**src/rtl/bcd_pkg.sv**
```systemverilog
// Shared constants, FSM state type and the double-dabble step
// for the shared binary-to-BCD conversion engine.
package bcd_pkg;

    localparam int BIN_W      = 8;
    localparam int BCD_DIGITS = 3;
    localparam int SHIFT_W    = 20;
    localparam int N_ITER     = 8;

    typedef enum logic [1:0] {
        IDLE,
        SHIFT,
        DONE
    } state_t;

    // One iteration: bias every BCD nibble >= 5 by 3, then shift left.
    function automatic logic [SHIFT_W-1:0] add3_adjust(
        input logic [SHIFT_W-1:0] s
    );
        logic [SHIFT_W-1:0] t;
        t = s;
        for (int d = 0; d < BCD_DIGITS; d++) begin
            if (t[BIN_W+4*d +: 4] >= 4'd5)
                t[BIN_W+4*d +: 4] = t[BIN_W+4*d +: 4] + 4'd3;
        end
        return {t[SHIFT_W-2:0], 1'b0};
    endfunction

endpackage

```
**src/rtl/bcd_conv_arbiter_if.sv**
```systemverilog
// Request/result bundle between the requesters and the
// shared BCD conversion engine.
interface bcd_conv_arbiter_if #(
    parameter int N_CH = 4
);
    localparam int CW = $clog2(N_CH);

    logic [N_CH-1:0]   req;
    logic [N_CH*8-1:0] bin_flat;
    logic [N_CH-1:0]   ack;
    logic              busy;
    logic              out_valid;
    logic [CW-1:0]     out_ch;
    logic [3:0]        bcd2;
    logic [3:0]        bcd1;
    logic [3:0]        bcd0;

    modport master (
        output req, bin_flat,
        input  ack, busy, out_valid, out_ch,
        input  bcd2, bcd1, bcd0
    );

    modport slave (
        input  req, bin_flat,
        output ack, busy, out_valid, out_ch,
        output bcd2, bcd1, bcd0
    );

endinterface

```
**src/rtl/bcd_conv_arbiter_rr_arbiter.sv**
```systemverilog
// Combinational round-robin picker: first asserted request
// at or above ptr, wrapping modulo N_CH.
module rr_arbiter #(
    parameter int N_CH = 4,
    parameter int CW   = $clog2(N_CH)
) (
    input  logic [N_CH-1:0] req,
    input  logic [CW-1:0]   ptr,
    output logic [N_CH-1:0] grant,
    output logic [CW-1:0]   idx,
    output logic            any
);

    always_comb begin
        grant = '0;
        idx   = '0;
        any   = 1'b0;
        for (int i = 0; i < N_CH; i++) begin
            automatic int k = (int'(ptr) + i) % N_CH;
            if (!any && req[k]) begin
                any      = 1'b1;
                idx      = CW'(k);
                grant[k] = 1'b1;
            end
        end
    end

endmodule

```
**src/rtl/bcd_conv_arbiter.sv**
```systemverilog
// Shared 8-bit binary to 3-digit BCD converter with
// round-robin channel arbitration.
module bcd_conv_arbiter
    import bcd_pkg::*;
#(
    parameter int N_CH = 4
) (
    input  logic                clk,
    input  logic                rst_n,
    bcd_conv_arbiter_if.slave   bus
);

    localparam int CW = $clog2(N_CH);

    state_t             state;
    logic [SHIFT_W-1:0] sreg;
    logic [SHIFT_W-1:0] nxt;
    logic [2:0]         cnt;
    logic [CW-1:0]      ptr;
    logic [CW-1:0]      ch;
    logic [CW-1:0]      gidx;
    logic [N_CH-1:0]    grant;
    logic               any;

    rr_arbiter #(.N_CH(N_CH), .CW(CW)) u_arb (
        .req   (bus.req),
        .ptr   (ptr),
        .grant (grant),
        .idx   (gidx),
        .any   (any)
    );

    assign nxt = add3_adjust(sreg);

    always_ff @(posedge clk or negedge rst_n) begin
        if (!rst_n) begin
            state         <= IDLE;
            sreg          <= '0;
            cnt           <= '0;
            ptr           <= '0;
            ch            <= '0;
            bus.ack       <= '0;
            bus.busy      <= 1'b0;
            bus.out_valid <= 1'b0;
            bus.out_ch    <= '0;
            bus.bcd2      <= '0;
            bus.bcd1      <= '0;
            bus.bcd0      <= '0;
        end else begin
            bus.ack       <= '0;
            bus.out_valid <= 1'b0;
            unique case (state)
                IDLE: begin
                    if (any) begin
                        sreg     <= {12'd0,
                            bus.bin_flat[int'(gidx)*BIN_W +: BIN_W]};
                        cnt      <= '0;
                        bus.ack  <= grant;
                        ch       <= gidx;
                        ptr      <= (gidx == CW'(N_CH-1)) ?
                                    '0 : gidx + CW'(1);
                        bus.busy <= 1'b1;
                        state    <= SHIFT;
                    end
                end
                SHIFT: begin
                    sreg <= nxt;
                    cnt  <= cnt + 3'd1;
                    // Digits are loaded as we enter DONE so they
                    // are visible alongside out_valid.
                    if (cnt == 3'(N_ITER-1)) begin
                        state         <= DONE;
                        bus.bcd2      <= nxt[19:16];
                        bus.bcd1      <= nxt[15:12];
                        bus.bcd0      <= nxt[11:8];
                        bus.out_ch    <= ch;
                        bus.out_valid <= 1'b1;
                    end
                end
                DONE: begin
                    state    <= IDLE;
                    bus.busy <= 1'b0;
                end
                default: begin
                    state    <= IDLE;
                    bus.busy <= 1'b0;
                end
            endcase
        end
    end

endmodule

```
**src/flat_wrapper.sv**
```systemverilog
// flat-port wrapper written by rule: the top's interface ports become plain ports
module bcd_conv_arbiter_flat import bcd_pkg::*;
#(
    parameter int N_CH = 4
)
  (clk, rst_n, bus_req, bus_bin_flat, bus_ack, bus_busy, bus_out_valid, bus_out_ch, bus_bcd2, bus_bcd1, bus_bcd0);
  bcd_conv_arbiter_if #(.N_CH(N_CH)) bus_i ();
  input  logic clk;
  input  logic rst_n;
  input wire logic [$bits(bus_i.req)-1:0] bus_req;
  input wire logic [$bits(bus_i.bin_flat)-1:0] bus_bin_flat;
  output wire logic [$bits(bus_i.ack)-1:0] bus_ack;
  output wire logic [$bits(bus_i.busy)-1:0] bus_busy;
  output wire logic [$bits(bus_i.out_valid)-1:0] bus_out_valid;
  output wire logic [$bits(bus_i.out_ch)-1:0] bus_out_ch;
  output wire logic [$bits(bus_i.bcd2)-1:0] bus_bcd2;
  output wire logic [$bits(bus_i.bcd1)-1:0] bus_bcd1;
  output wire logic [$bits(bus_i.bcd0)-1:0] bus_bcd0;
  assign bus_i.req = bus_req;
  assign bus_i.bin_flat = bus_bin_flat;
  assign bus_ack = bus_i.ack;
  assign bus_busy = bus_i.busy;
  assign bus_out_valid = bus_i.out_valid;
  assign bus_out_ch = bus_i.out_ch;
  assign bus_bcd2 = bus_i.bcd2;
  assign bus_bcd1 = bus_i.bcd1;
  assign bus_bcd0 = bus_i.bcd0;
  bcd_conv_arbiter #(.N_CH(N_CH)) u_core (.clk(clk), .rst_n(rst_n), .bus(bus_i));
endmodule
```
**config.mk**
```make
export PLATFORM = sky130hd
export DESIGN_NAME = bcd_conv_arbiter_flat
export DESIGN_NICKNAME = d
export VERILOG_FILES = /design/src/rtl/bcd_pkg.sv /design/src/rtl/bcd_conv_arbiter_if.sv /design/src/rtl/bcd_conv_arbiter_rr_arbiter.sv /design/src/rtl/bcd_conv_arbiter.sv /design/src/flat_wrapper.sv
export SDC_FILE = /design/constraint.sdc
export NUM_CORES = 1
export LEC_CHECK = 0
export BUFFER_PORTS_ARGS = -buffer_cell sky130_fd_sc_hd__buf_2
export CAP_MARGIN = 20
export CORE_MARGIN = 4
export CORE_UTILIZATION = 35
export DETAILED_ROUTE_END_ITERATION = 10
export GPL_TIMING_DRIVEN = 0
export PLACE_DENSITY_LB_ADDON = 0.3
export REMOVE_ABC_BUFFERS = 1
export SETUP_SLACK_MARGIN = 0.1
export SLEW_MARGIN = 10
export SYNTH_ARGS = -nofsm -noshare
export SYNTH_HDL_FRONTEND = slang
export SYNTH_SLANG_ARGS = --single-unit
```
**constraint.sdc**
```tcl
create_clock -name clk -period 4.7 [get_ports clk]
set_input_delay 0.94 -clock clk [delete_from_list [all_inputs] [get_ports clk]]
set_output_delay 0.94 -clock clk [all_outputs]
set_load 0.03 [all_outputs]
```
==> impl_results.md <==
* Status: completed
* FF-to-FF End: u_core.ptr[1]$_DFFE_PN0P_
* Fin crit share at 77.0%
* Share of layout cells above drive strength 1 at 24.1%
* Cts bufs inserted at 5
* # fillers at 804
* Via density at 5.12
* Area grow syn2layout at 15.2%
* Number of flops mapped to enable cells by yosys at 0
* Placed insts at 434
* Initial antenna violation count at 0
* Hold Path Class: flop to flop
* RSZ-0062 raised after global routing: no
* Setup Skew at 0.00791 ns
* DIE WIDTH at 98.5 µm
* Reg2reg path depth at 10
* Pleak at 1.58 nW
* Origin of the worst setup path: u_core.ptr[0]$_DFFE_PN0P_
* Final hold vios at 0
* Cell count after synthesis at 293
* Clock Latency Late Sink at 0.30 ns
* M1 GR Usage at 16.7%
* R2R Setup Slk at 1.08 ns
* Synth Register Bits at 49
* Switching power total at 1.07 mW
* Sequential share of the synthesized area at 42.8%
* Clk sinks at 49
* Final Max Tran Viols at 0
* Worst setup path endpoint: u_core.ptr[1]$_DFFE_PN0P_
* Critical Path Start Type: flop
* Met3 usage at 2.62%
* Data arrival, critical path at 3.78 ns
* Period minus WS final at 3.62 ns
* ANT nets after route at 0
* Cts hold-fix bufs at 0
* # diodes at 0
* Pre-CTS setup slack at 1.08 ns
* Number of H-tree levels at 2
* Peak supply drop at 256 µV
* Mapped cell area at 0.00286 mm²
* Fmax at 276 MHz
* Final Setup Violations at 0
* Syn. warnings at 0
* First-pass GRT wire length at 10.5 mm
* Detailed Route WL at 6.21 mm
* Count leader, synth: dfrtp_1
* # port buffers at 57
* Clock Power Share at 12.9%
* Critical path class: flop to flop
* Area leader, netlist: dfrtp_1
* Worst setup margin at 1.08 ns
* # IOs at 58
* Clk slew on worst S/H paths at 0.09 ns
* Die footprint at 0.00969 mm²
* Worst-Margin Slew at 0.884 ns
* Vias in the first global route at 2227
* Met2 usage at 21.9%
* Root buf cell: clkbuf_8
* Total grt overflow at 0
* Total of max-cap violations at 0
* Synth top cells by count: dfrtp_1, nand2_1, o21ai_0, nor2_1
* Switching share of power at 45.7%
* Iteration-0 DRC Markers at 59
* Sequential Power Share at 32.3%
* Pwr Density at 708 mW/mm²
* Busiest grt layer: met2
* 1st-pass router iterations at 4
* CP required at 4.86 ns
* Die H at 98.5 µm
* DRC violations left at 0
* Core Rows at 32
* Leading post-synthesis cells by cell area: dfrtp_1, ha_1, o21ai_0
* Crit path max fanout at 21
* Postcts setup bufs at 0
* Core ar. at 0.00785 mm²
* Vias at 2265
* Worst hold start: u_core.bus.bcd0[2]$_DFFE_PN0P_
* Placed cell area at 0.00319 mm²
* Largest net degree at the start of global routing at 32
* Synth cell types at 44
* Clock Tree Buf Depth at 2
* Ys flop type: dfrtp_1
* Internal power at 1.27 mW
* Gr usage total at 12.8%
* Combinational share of power at 54.7%
* Slew margin rel. at 41.0%
* Element type at the critical path end: flop
* Layout Cells excl Fill at 442
* Avg Cell Area, Syn at 9.77 µm²
* Detail Placement HPWL at 4.52 mm
* Setup_tns at 0 ns
* Post-synth ARST share at 100%
* Final net count at 393
* Starting Density at 36.5%
* Post-CTS sizing at 0
* Wire per inst at 14.0 µm
* Crit Reg-Reg Startpoint: u_core.ptr[0]$_DFFE_PN0P_
* Post-synth top area share at 42.8%
* GPL Wtd Cong at 0.769
* CTS tree: yes
* Design area at 0.00330 mm²
stage by stage:
| step | hold slack, ns | utilization [%] | total power [mW] |
|---|---|---|---|
| floorplan | 0.443 | - | 1.71 |
| global placement | 0.458 | 40.4 | 2.01 |
| detailed placement | 0.466 | 40.6 | 2.06 |
| CTS | 0.487 | 42.0 | 2.37 |
| global route | 0.506 | 42.0 | 2.54 |
| finish | 0.476 | 42.0 | 2.34 |
state kept, by name (all words and copies together), names as in the netlist:
name,count
u_core.bus.ack,4
u_core.bus.bcd0,4
u_core.bus.bcd1,4
u_core.bus.bcd2,4
u_core.bus.busy,1
u_core.bus.out_ch,2
u_core.bus.out_valid,1
u_core.ch,2
u_core.cnt,3
u_core.ptr,2
u_core.sreg,20
u_core.state,2
worst min path at each step:
stage	to	slack, ns	cells past startpoint
floorplan	u_core.ch[1]$_DFFE_PN0P_	0.44	2
global placement	u_core.ch[1]$_DFFE_PN0P_	0.46	2
detailed placement	u_core.bus.bcd0[2]$_DFFE_PN0P_	0.47	2
CTS	u_core.bus.bcd0[2]$_DFFE_PN0P_	0.49	2
global route	u_core.ch[1]$_DFFE_PN0P_	0.51	2
finish	u_core.bus.bcd0[2]$_DFFE_PN0P_	0.48	2
area by class of cell:
cell class                      count  area (µm²)  area share (%)
Clock buffer                        6        72.6            2.20
Clock inverter                      2        38.8            1.18
Inverter                           13        48.8            1.48
Multi-Input combinational cell    212        1480            44.9
Sequential cell                    49        1230            37.2
Tap cell                          102         128            3.87
Timing Repair Buffer               58         305            9.25
placed cells by master (no fill, tap or decap), drive strengths merged:
cell and instances:
buf 58, dfrtp 49, o21ai 35, nand2 34
nor2 19, mux2i 16, ha 16, a21oi 14
inv 13, a22oi 6, nor3 6, mux2 6
and3 6, o221ai 6, clkbuf 6, nand2b 5
a221oi 4, nor4 3, mux4 3, o31ai 3
xnor2 3, or3b 3, a31oi 3, nor2b 3
or3 2, nor3b 2, nand3 2, o211ai 2
o22ai 1, nand4b 1, nand3b 1, nor4b 1
a2bb2o 1, o211a 1, o41ai 1, o32ai 1
a211oi 1, a221o 1, bufinv 1, clkinv 1
power groups by stage:
stage / combinational (mW) / clock, mW / sequential, mW
global route: 1.43 / 0.325 / 0.788
detailed placement: 1.29 / 0 / 0.767
global placement: 1.25 / 0 / 0.759
finish: 1.28 / 0.302 / 0.755
CTS: 1.30 / 0.313 / 0.758
floorplan: 0.834 / 0 / 0.878
cell families after synthesis:
kind of cell | share of synthesized area (%)
adders and majority gates | 6.99
AOI/OAI and AO/OA | 18.4
buffers and inverters | 5.50
muxes | 10.3
and+or+nand+nor | 15.1
xor gates and xnor gates | 0.918
DFF | 42.8
routing by layer:
metal / vias up / wire, µm
met5: - / 0
met3: 6 / 301
met1: 1056 / 2900
met2: 56 / 2940
met4: 0 / 68
li1: 1147 / -
worst max-delay path, stage by stage, from the launching register on:
cell	delay [ns]
dfrtp_1	0.91
inv_1	0.29
ha_1	0.50
nor4b_1	0.36
a2bb2o_2	0.24
o41ai_4	0.10
a21oi_4	0.55
inv_2	0.08
ha_1	0.30
nand2_1	0.06
o21ai_0	0.07
Power figures use the tool's default switching activity.
